==> config.mk <==
export PLATFORM = sky130hd
export DESIGN_NAME = valu_dot_acc
export DESIGN_NICKNAME = d
export VERILOG_FILES = /design/src/rtl/valu_dot_acc.sv
export SDC_FILE = /design/constraint.sdc
export NUM_CORES = 1
export LEC_CHECK = 0
export BUFFER_PORTS_ARGS = -buffer_cell sky130_fd_sc_hd__buf_4
export CAP_MARGIN = 10
export CORE_ASPECT_RATIO = 0.8
export CORE_UTILIZATION = 46
export CTS_CLUSTER_DIAMETER = 40
export DETAILED_ROUTE_END_ITERATION = 10
export PLACE_DENSITY = 0.82
export SLEW_MARGIN = 20
export SYNTH_ARGS = -nofsm -noshare
export SYNTH_HDL_FRONTEND = slang
export SYNTH_SLANG_ARGS = --single-unit
==> constraint.sdc <==
create_clock -name clk_i -period 8.17 [get_ports clk_i]
set_input_delay 0.817 -clock clk_i [delete_from_list [all_inputs] [get_ports clk_i]]
set_output_delay 0.817 -clock clk_i [all_outputs]
set_load 0.01 [all_outputs]
==> src/rtl/valu_dot_acc.sv <==
// ============================================================================
//  Module   : valu_dot_acc
//  Purpose  : Accumulates LEN signed 32-bit dot-product beats onto a bias and
//             returns one ACC_W-bit result through a valid/ready handshake.
//  Revision : 1.0 - initial release
// ============================================================================
`default_nettype none

module valu_dot_acc #(
   parameter int ACC_W    = 32,
   parameter int LEN_W    = 16,
   parameter bit SATURATE = 1'b1
) (
   input  logic             clk_i,
   input  logic             rst_i,
   input  logic             start_i,
   input  logic [LEN_W-1:0] len_i,
   input  logic [ACC_W-1:0] bias_i,
   input  logic             in_valid_i,
   output logic             in_ready_o,
   input  logic [31:0]      dot_i,
   output logic             out_valid_o,
   input  logic             out_ready_i,
   output logic [ACC_W-1:0] acc_o,
   output logic             sat_o,
   output logic             busy_o
);

   typedef enum logic [1:0] {
      S_IDLE  = 2'd0,
      S_ACCUM = 2'd1,
      S_DONE  = 2'd2
   } state_t;

   localparam logic [ACC_W-1:0] c_acc_max = {1'b0, {(ACC_W-1){1'b1}}};
   localparam logic [ACC_W-1:0] c_acc_min = {1'b1, {(ACC_W-1){1'b0}}};
   localparam logic [LEN_W-1:0] c_one     = {{(LEN_W-1){1'b0}}, 1'b1};

   state_t             state_q, state_d;
   logic [ACC_W-1:0]   acc_q, acc_d;
   logic               sat_q, sat_d;
   logic [LEN_W-1:0]   count_q, count_d;

   logic               w_beat;
   logic [ACC_W:0]     w_sum;
   logic               w_ovf;

   assign w_beat = in_valid_i & (state_q == S_ACCUM);
   // One guard bit: overflow shows up as a disagreement between the two MSBs.
   assign w_sum  = {acc_q[ACC_W-1], acc_q} + {{(ACC_W+1-32){dot_i[31]}}, dot_i};
   assign w_ovf  = w_sum[ACC_W] ^ w_sum[ACC_W-1];

   always_comb begin
      state_d = state_q;
      acc_d   = acc_q;
      sat_d   = sat_q;
      count_d = count_q;
      case (state_q)
         S_IDLE: begin
            if (start_i) begin
               acc_d   = bias_i;
               sat_d   = 1'b0;
               count_d = len_i;
               state_d = (len_i != '0) ? S_ACCUM : S_DONE;
            end
         end
         S_ACCUM: begin
            if (w_beat) begin
               count_d = count_q - c_one;
               acc_d   = w_sum[ACC_W-1:0];
               if (w_ovf) begin
                  sat_d = 1'b1;
                  if (SATURATE) begin
                     acc_d = w_sum[ACC_W] ? c_acc_min : c_acc_max;
                  end
               end
               if (count_q == c_one) begin
                  state_d = S_DONE;
               end
            end
         end
         S_DONE: begin
            if (out_ready_i) begin
               state_d = S_IDLE;
            end
         end
         default: state_d = S_IDLE;
      endcase
   end

   always_ff @(posedge clk_i) begin
      if (rst_i) begin
         state_q <= S_IDLE;
         acc_q   <= '0;
         sat_q   <= 1'b0;
         count_q <= '0;
      end else begin
         state_q <= state_d;
         acc_q   <= acc_d;
         sat_q   <= sat_d;
         count_q <= count_d;
      end
   end

   assign in_ready_o  = (state_q == S_ACCUM);
   assign out_valid_o = (state_q == S_DONE);
   assign busy_o      = (state_q != S_IDLE);
   assign acc_o       = acc_q;
   assign sat_o       = sat_q;

endmodule

`default_nettype wire

==> metrics.csv, run 1 <==
stage;metric;value;unit
outcome;status;finished with violations;
outcome;violations;design-rule violations;
timing;worst_slew_pin_slew;0.873;ns
routing;wirelength;13200;um
global_route;grt_max_degree;53;
global_route;grt_pass1_vias;4480;
logic_synthesis;syn_nets;703;
die;core_region_area;9150;um2
logic_synthesis;synthesis.area;4370;um2
run;drv_cap;0;
global_route;antenna_found_initial;0;
power;ir_worst_vdd;0.0929;mV
placement;post_dp_cell_area;5270;um2
die;fp.dieArea;9900;um2
timing;setup_violations;0;
power;p_leak;2.45;nW
worst_setup_path;cp_num_buf_inv;2;
cells_and_area;n_antenna_cell;0;
cts;path_clk_slew;0.08;ns
routing;drc;14;
worst_setup_path;crit_fanout;30;
cts;root_buffer;clkbuf_16;
worst_setup_path;cpPeakStageDelay;0.69;ns
cts;holdBufCountCts;0;
power;p_clk_share;20.4;%
cells_and_area;final_common_cell;buf_4;
timing;tns;0;ns
timing;fin_crit;3.72;ns
timing;skew;0.00908;ns
worst_setup_path;critPathKind;in2reg;
cells_and_area;layout-drive-gt1-share;22.4;%
cts;ctsResizeCount;0;
routing;drtAntennaViolNets;0;
placement;gp_congestion;0.974;
power;pwr-share-seq;28.4;%
worst_setup_path;startpoint_type;input port;
power;p_comb_share;51.2;%
cts;cts_buffer_depth;2;
die;start_util;47.8;%
logic_synthesis;ys_seq_elements;51;
die;pin_count;121;
cells_and_area;fillers;844;
timing;rsz0062_at_grt;false;
global_route;track_usage;26.8;%
placement;port_buffers;120;
die;die_height;89.2;um
power;power.density;216;nW/um2
logic_synthesis;ys_warn_count;0;
worst_setup_path;cp-end-kind;register;
global_route;grt_pass1_wl;21600;um
logic_synthesis;synth.distinct_cells;65;
worst_hold_path;min_path_type;reg2reg;
logic_synthesis;postSynthCellCount;583;
worst_setup_path;worstPathCellList;buf_4, ha_1, inv_1, fa_1, nand2b_1, a21oi_1, o211ai_2, a31oi_4, a21boi_4, and3b_1, a31oi_4, o211ai_1, o211ai_1;
die;die_w;111;um
cts;clkSinkCount;51;
routing;viasPerCell;5.97;
cts;cts_setup_buffers;0;
worst_setup_path;cp_top_family;compound AO/OA/AOI/OAI gates;
cts;cts_tree;built;
timing;max_freq;269;MHz
cts;clk_latency;0.29;ns
worst_setup_path;crit_required;8.39;ns
cells_and_area;layout_common_cells;buf_4 (123), a21oi_1 (79), nand2_1 (63), o21ai_0 (52), dfxtp_1 (51);
routing;drt-met1-wl;6120;um
logic_synthesis;syn-mean-instance-area;7.50;um2
worst_setup_path;critical_path.slowest_cell;a31oi_4;
timing;hold_viol_final;0;
routing;drt_pre_antenna_iters;8;
die;row_count;31;
logic_synthesis;synth_edf_count;0;
logic_synthesis;ys.flop_type;dfxtp_1;
cells_and_area;nets;804;
global_route;grt_remaining_overflow;0;
cells_and_area;final_area;5440;um2
power;switching_share;41.1;%
routing;dr_wl_met3;771;um
cts;htree_levels;2;
logic_synthesis;async_flop_share;0;%
routing;wl_per_cell;16.5;um
routing;top_layer_used;met4;
power;p_int;0.692;mW
routing;drt-initial-drc-count;293;
logic_synthesis;seq_area_frac_synth;23.3;%
cts;cts_buffers;5;
placement;hpwl;10100;um
timing;maxSlewViolCount;0;
routing;wl_met2;5940;um
worst_setup_path;arrival;3.94;ns
routing;vias;4769;
timing;fin_crit_sh;45.5;%
power;power.switching;0.484;mW
timing;slew_headroom;41.8;%
cells_and_area;area_delta_synth_final;24.3;%
metal layers:
metal  GRT usage [%]  vias to the layer above
met4            9.34                        0
met3            4.34                       36
met2            44.2                      191
li1                -                     2349
met1            36.1                     2193
met5               0                        -
area by class of cell:
cell class              instances  area [um2]  area share [%]
multi-input cells             486        3120            57.4
repair buffers                123         923            17.0
clock buffers                   5         125            2.30
flip-flops and latches         51        1020            18.8
inverters                      17        63.8            1.17
well taps                     115         144            2.65
clock inverters                 2        37.5           0.691
worst register-to-register path, stage by stage (launching register included):
cell and delay, ns:
dfxtp_1 0.36, ha_1 0.21, inv_1 0.07, fa_1 0.37, nand2b_1 0.19, a21oi_1 0.28, o211ai_2 0.20, a31oi_4 0.33
a21boi_4 0.12, and3b_1 0.23, a31oi_4 0.69, o211ai_1 0.19, o211ai_1 0.19
power groups by stage:
| stage | logic, mW | registers, mW | clock network [mW] |
|---|---|---|---|
| floorplan | 0.415 | 0.344 | 0 |
| CTS | 0.594 | 0.333 | 0.246 |
| detailed placement | 0.591 | 0.339 | 0 |
| global route | 0.665 | 0.341 | 0.254 |
| finish | 0.601 | 0.334 | 0.240 |
| global placement | 0.578 | 0.336 | 0 |
synth_stat cells, types with 2 or more instances:
library cell,n,area [um2]
nand2b_1,5,31.3
clkbuf_1,16,60.1
a31oi_1,10,62.6
nor4_1,8,50.1
buf_2,3,15.0
or4_1,2,15.0
inv_1,17,63.8
a21o_1,14,105
buf_6,5,56.3
nand2_1,63,236
a21oi_2,2,17.5
ha_1,34,425
a41oi_1,2,17.5
xor2_1,15,131
nor2_1,35,131
a221o_1,2,20.0
o22ai_1,3,18.8
o31ai_1,3,22.5
dfxtp_1,51,1020
nor2b_1,3,18.8
xnor2_1,17,149
o21ai_0,52,260
a31oi_4,2,42.5
buf_4,2,15.0
a211o_1,4,35.0
a21oi_1,79,395
nor3_1,16,80.1
and2_1,6,37.5
or2_2,2,12.5
nand4_1,6,37.5
a211oi_1,9,67.6
o211ai_1,9,67.6
nand3_1,8,40.0
o21a_1,3,22.5
o21bai_1,6,45.0
o21ai_1,31,155
and3_1,4,25.0
o221ai_1,5,43.8
o211ai_2,2,25.0
or2b_2,2,17.5
cell families (layout without fill, tap and decap cells):
logic type / after synthesis / count (layout) / synth area share [%]
AND/OR/NAND/NOR: 168 / 168 / 18.3
adder cells (fa/ha/maj): 36 / 36 / 10.4
flip-flops: 51 / 51 / 23.3
XOR/XNOR: 32 / 32 / 6.41
multiplexers: 2 / 2 / 0.486
buffers and inverters: 46 / 147 / 5.55
AO/OA/AOI/OAI: 248 / 248 / 35.5
path summary, 6_finish.rpt:
| check | cells after the start | slack, ns | end | startpoint |
|---|---|---|---|---|
| setup reg to reg | 12 | 4.67 | acc_o[30] | acc_o[0] |
| setup / recovery | 13 | 4.45 | acc_o[30] | dot_i[0] |
| hold reg to reg | 2 | 0.47 | acc_o[3] | acc_o[3] |
| hold / removal | 2 | 0.47 | acc_o[3] | acc_o[3] |
flip-flops by register name, summed over array words and instances, names as in the netlist:
signal and count:
acc_o 32, count_q 16, sat_o 1, state_q 2
stage by stage:
stage | setup WS (ns) | std cells | power (mW) | utilization, % | hold WS [ns]
2_1_floorplan | 5.01 | 583 | 0.758 | - | 0.449
5_1_grt | 4.17 | 799 | 1.26 | 59.4 | 0.489
3_5_place_dp | 3.97 | 792 | 0.930 | 57.5 | 0.463
4_1_cts | 4.27 | 799 | 1.17 | 59.3 | 0.473
3_3_place_gp | 4.08 | 792 | 0.914 | 57.5 | 0.455
6_report | 4.45 | 799 | 1.18 | 59.4 | 0.471
(Power assumes the default switching activity.)
==> run 2: changes to the inputs <==
Clock period 8.17 ns to 3.7 ns, I/O delays scaled along.
==> run 2 against run 1 <==
  * The run still ends with design-rule violations left
  * Sequential cell count unchanged
  * Clock power is 94% higher
  * Combinational power increased by 120%
  * Via count rose by 1.4%
  * Register-to-register slack got worse by 4.3 ns
  * Non-clock buffer count increased by 6
  * Global-route usage shrank 0.34 points
  * Design area increased by 0.32%
  * Die area is the same
  * Cell count increased by 0.88%
  * Critical endpoint is now acc_o[20]
  * Largest power group unchanged
==> metrics.csv, run 2 (synthesis results as in run 1) <==
stage;metric;value;unit
timing;maxSlewViolCount;0;
cells_and_area;final_common_cell;buf_4;
die;pin_count;121;
worst_setup_path;crit_fanout;11;
timing;hold_viol_final;0;
timing;max_freq;305;MHz
worst_setup_path;rr_endpoint;acc_o[20];
timing;rsz0062_at_grt;false;
worst_hold_path;min-delay-start;bias_i[12];
die;start_util;47.8;%
worst_setup_path;cp-end-kind;register;
routing;drc;14;
timing;worst_slack;0.419;ns
cts;holdBufCountCts;0;
cts;ctsResizeCount;0;
worst_setup_path;crit_required;3.92;ns
worst_hold_path;min_to;acc_o[12];
placement;dp_slack;0.403;ns
outcome;violations;design-rule violations;
routing;wirelength;13400;um
global_route;grt_pass1_wl;21300;um
cts;cts_buffers;5;
cts;htree_levels;2;
worst_setup_path;ff2ff_path_depth;13;
worst_setup_path;cp_top_family;compound AO/OA/AOI/OAI gates;
cts;clkSinkCount;51;
cts;cts_buffer_depth;2;
placement;hpwl;10400;um
global_route;grt_max_degree;31;
worst_setup_path;startpoint_type;register;
die;die_w;111;um
worst_setup_path;rr_startpoint;acc_o[0];
outcome;status;finished with violations;
timing;worst_slew_pin_slew;0.923;ns
power;ir_worst_vdd;0.263;mV
worst_setup_path;critical_path.slowest_cell;fa_1;
cts;clk_latency;0.29;ns
routing;viasPerCell;6.00;
cts;path_clk_slew;0.07;ns
cells_and_area;layout-drive-gt1-share;22.9;%
worst_setup_path;critPathKind;reg2reg;
timing;worst_hold_slack;0.347;ns
cells_and_area;n_antenna_cell;0;
routing;vias;4838;
worst_setup_path;cpPeakStageDelay;0.37;ns
worst_setup_path;cp_num_buf_inv;2;
routing;wl_per_cell;16.6;um
timing;fin_crit_sh;88.7;%
placement;gp_congestion;0.976;
die;fp.dieArea;9900;um2
run;drv_cap;0;
cts;cts_tree;built;
timing;slew_headroom;38.4;%
global_route;track_usage;26.5;%
timing;skew;0.00335;ns
timing;fin_crit;3.28;ns
cells_and_area;nets;810;
die;die_height;89.2;um
routing;drtAntennaViolNets;0;
worst_setup_path;arrival;3.50;ns
worst_setup_path;worstPathCellList;ha_1, inv_1, fa_1, nand2b_1, a21oi_1, o211ai_2, a31oi_4, a21boi_4, and3b_1, a31oi_4, buf_4, a21oi_1, o21ai_1;
power;p_leak;2.47;nW
global_route;grt_pass1_vias;4365;
die;core_region_area;9150;um2
placement;port_buffers;120;
global_route;antenna_found_initial;0;
routing;drt-initial-drc-count;346;
cells_and_area;area_delta_synth_final;24.7;%
worst_hold_path;min_path_type;in2reg;
worst_hold_path;whs_path_depth;3;
worst_setup_path;critPathLaunch;acc_o[0];
timing;setup_violations;0;
cells_and_area;layout_common_cells;buf_4 (129), a21oi_1 (79), nand2_1 (63), o21ai_0 (52), dfxtp_1 (51);
cells_and_area;largest_reg_flops;32;
global_route;grt_remaining_overflow;0;
cts;cts_setup_buffers;0;
power;power.density;467;nW/um2
timing;tns;0;ns
worst_setup_path;rrSetupSlack;0.42;ns
die;row_count;31;
cts;root_buffer;clkbuf_16;
routing;drt_pre_antenna_iters;9;
run 2: cell types whose count changed in the layout (fill, tap and decap cells not counted):
| cell | previous run | this run |
|---|---|---|
| nor2_2 | 1 | 2 |
| bufinv_16 | 1 | 0 |
| clkbuf_1 | 0 | 1 |
| clkinv_2 | 0 | 1 |
| a221o_1 | 1 | 2 |
| nor2_4 | 1 | 0 |
| a221o_2 | 1 | 0 |
| buf_4 | 123 | 129 |
run 2: routing by layer:
metal | vias up | part of all wire (%) | wire (um) | global-route usage [%]
met1 | 2236 | 46 | 6140 | 36.4
met3 | 25 | 7.5 | 1000 | 4.07
li1 | 2359 | - | - | -
met4 | 0 | 1.7 | 231 | 7.13
met5 | - | 0 | 0 | 0
met2 | 218 | 45 | 6020 | 43.7
run 2: worst register-to-register path, stage by stage, from the launching register on:
cell and delay, ns:
dfxtp_1 0.36, ha_1 0.21, inv_1 0.07, fa_1 0.37, nand2b_1 0.20, a21oi_1 0.28
o211ai_2 0.20, a31oi_4 0.33, a21boi_4 0.12, and3b_1 0.22, a31oi_4 0.34, buf_4 0.26
a21oi_1 0.10, o21ai_1 0.15
run 2: final cells by class:
type,instances,area [um2]
sequential,51,1020
clock inverter,2,12.5
timing repair buffer,129,968
multi-input combinational,486,3110
inverter,17,63.8
fill,832,3700
tap,115,144
clock buffer,6,129
run 2: worst max-delay path by stage:
stage                           end  slack (ns)  depth (start not counted)
after detailed placement  acc_o[20]        0.40                         14
final                     acc_o[20]        0.42                         13
after global routing      acc_o[24]        0.28                         13
after global placement    acc_o[12]        0.51                         14
after CTS                 acc_o[20]        0.47                         13
after floorplan           acc_o[22]        0.99                         11
run 2: through the flow:
stage                     cells  instance area, um2  util (%)  total power [mW]
after global placement      798                5310      58.0              2.03
after CTS                   806                5450      59.6              2.53
after floorplan             583                4370         -              1.67
after global routing        806                5450      59.6              2.72
final                       806                5450      59.6              2.55
after detailed placement    798                5310      58.0              2.07
run 2: power breakdown:
| part | leakage, nW | switching (mW) | internal [mW] |
|---|---|---|---|
| Sequential | 0.421 | 0.108 | 0.646 |
| Clock | 0.0669 | 0.214 | 0.251 |
| Combinational | 1.98 | 0.754 | 0.577 |
==> run 3: changes to the inputs <==
--- a/config.mk
+++ b/config.mk
@@ -7,3 +7,3 @@
 export LEC_CHECK = 0
-export BUFFER_PORTS_ARGS = -buffer_cell sky130_fd_sc_hd__buf_4
+export BUFFER_PORTS_ARGS = -buffer_cell sky130_fd_sc_hd__buf_2
 export CAP_MARGIN = 10
==> constraint.sdc (replaced) <==
create_clock -name clk_i -period 3.7 [get_ports clk_i]
set_input_delay 0.185 -clock clk_i [delete_from_list [all_inputs] [get_ports clk_i]]
set_output_delay 0.185 -clock clk_i [all_outputs]
set_load 0.01 [all_outputs]
==> run 3 against run 2 <==
  * Utilization down 3.1 points
  * Largest power group unchanged
  * Die area unchanged
  * Worst setup slack better by 0.15 ns
  * Clock power up 12%
  * Sequential power down 2%
  * The flow still finishes with violations (design-rule violations)
  * Via count up 0.14%
==> metrics.csv, run 3 (synthesis results as in run 1) <==
stage;metric;value;unit
outcome;status;finished with violations;
outcome;violations;design-rule violations;
power;power;2.54;mW
cells_and_area;layoutNonFillerInstCount;803;
worst_hold_path;min_path_type;in2reg;
global_route;grt_max_degree;53;
cts;clkSinkCount;51;
routing;drtAntennaViolNets;0;
worst_setup_path;crit_fanout;20;
routing;drc;14;
timing;max_freq;319;MHz
cells_and_area;fillers;841;
worst_setup_path;critPathLaunch;acc_o[0];
power;ir_worst_vdd;0.256;mV
routing;drt_pre_antenna_iters;8;
worst_hold_path;whs_path_depth;3;
run;drv_cap;0;
timing;worst_slew_pin_slew;0.624;ns
die;core_region_area;9150;um2
placement;gp_congestion;0.948;
worst_setup_path;startpoint_type;register;
die;die_height;89.2;um
cts;htree_levels;2;
worst_setup_path;arrival;3.35;ns
die;pin_count;121;
cts;cts_buffer_depth;2;
routing;wirelength;12900;um
cells_and_area;nets;808;
die;fp.dieArea;9900;um2
cts;clk_latency;0.29;ns
worst_setup_path;critPathKind;reg2reg;
timing;hold_viol_final;0;
cells_and_area;n_antenna_cell;0;
timing;rsz0062_at_grt;false;
global_route;grt_remaining_overflow;0;
worst_setup_path;cp-end-kind;register;
power;p_leak;2.40;nW
global_route;grt_pass1_wl;20500;um
die;start_util;47.8;%
routing;viasPerCell;6.03;
cts;cts_buffers;5;
placement;port_buffers;120;
global_route;grt_pass1_vias;4427;
cts;root_buffer;clkbuf_16;
cts;ctsResizeCount;0;
die;die_w;111;um
cells_and_area;layout_common_cells;buf_2 (120), a21oi_1 (79), nand2_1 (63), o21ai_0 (52), dfxtp_1 (51);
placement;hpwl;9890;um
timing;maxSlewViolCount;0;
global_route;antenna_found_initial;0;
worst_setup_path;ff2ff_path_depth;13;
routing;vias;4845;
timing;fin_crit_sh;84.6;%
routing;drt-initial-drc-count;313;
placement;dp.cells;796;
worst_setup_path;rr_endpoint;acc_o[17];
timing;skew;0.00368;ns
timing;tns;0;ns
worst_hold_path;min_to;acc_o[29];
worst_setup_path;rr_startpoint;acc_o[0];
global_route;track_usage;25.3;%
routing;wl_per_cell;16.1;um
worst_setup_path;crit_required;3.92;ns
cells_and_area;area_delta_synth_final;18.3;%
worst_hold_path;min-delay-start;bias_i[29];
timing;fin_crit;3.13;ns
cts;holdBufCountCts;0;
cells_and_area;layout-drive-gt1-share;22.7;%
cells_and_area;final_common_cell;buf_2;
timing;slew_headroom;58.0;%
cts;cts_setup_buffers;0;
timing;worst_hold_slack;0.162;ns
cells_and_area;largest_reg_flops;32;
cts;cts_tree;built;
timing;setup_violations;0;
cts;path_clk_slew;0.07;ns
worst_setup_path;rrSetupSlack;0.57;ns
die;row_count;31;
power;power.density;491;nW/um2
==> run 3: cell types whose count changed in the layout (fill, tap and decap cells not counted) <==
cell       before  now
buf_4         129    6
clkbuf_1        1    0
buf_2           0  120
bufinv_16       0    1
buf_12          0    1
clkinv_2        1    0
==> run 3: through the flow <==
| step | instance area (um2) | utilization (%) | setup slack, ns |
|---|---|---|---|
| 6_report | 5170 | 56.5 | 0.568 |
| 5_1_grt | 5170 | 56.5 | 0.332 |
| 4_1_cts | 5170 | 56.5 | 0.589 |
| 3_5_place_dp | 5010 | 54.7 | 0.621 |
| 3_3_place_gp | 5010 | 54.7 | 0.727 |
| 2_1_floorplan | 4370 | - | 0.995 |
==> run 3: how the worst max path moves through the flow <==
stage	cells after the start	slack, ns	to
after floorplan	13	0.99	acc_o[30]
after global placement	13	0.73	acc_o[2]
after detailed placement	13	0.62	acc_o[17]
after CTS	13	0.59	acc_o[17]
after global routing	13	0.33	acc_o[17]
final	13	0.57	acc_o[17]
==> run 3: layout make-up <==
cell class	count	area [um2]	share of cell area, %
inverters	17	63.8	1.23
multi-input cells	486	3110	60.2
flip-flops and latches	51	1020	19.7
clock buffers	5	125	2.42
well taps	115	144	2.78
repair buffers	127	666	12.9
clock inverters	2	37.5	0.726
==> run 3: where the power goes <==
part	total, mW	leakage (nW)	switching [mW]	internal [mW]
clock network	0.523	0.0759	0.208	0.316
logic	1.28	1.90	0.763	0.518
registers	0.735	0.421	0.0896	0.646
total	2.54	2.40	1.06	1.48
==> run 3: worst max-delay path, stage by stage (launching register included) <==
cell and delay, ns:
dfxtp_1 0.35, ha_1 0.21, inv_1 0.07, fa_1 0.38
nand2b_1 0.19, a21oi_1 0.24, o211ai_2 0.18, a31oi_4 0.29
a21boi_4 0.12, and3b_1 0.22, a31oi_4 0.35, buf_12 0.21
a21oi_1 0.08, o21ai_1 0.15
==> run 3: routing by layer <==
metal	GRT usage (%)	share of wire [%]
met5	0	0
met4	7.62	1.9
met3	4.75	8.1
met2	41.7	43
met1	34.2	46
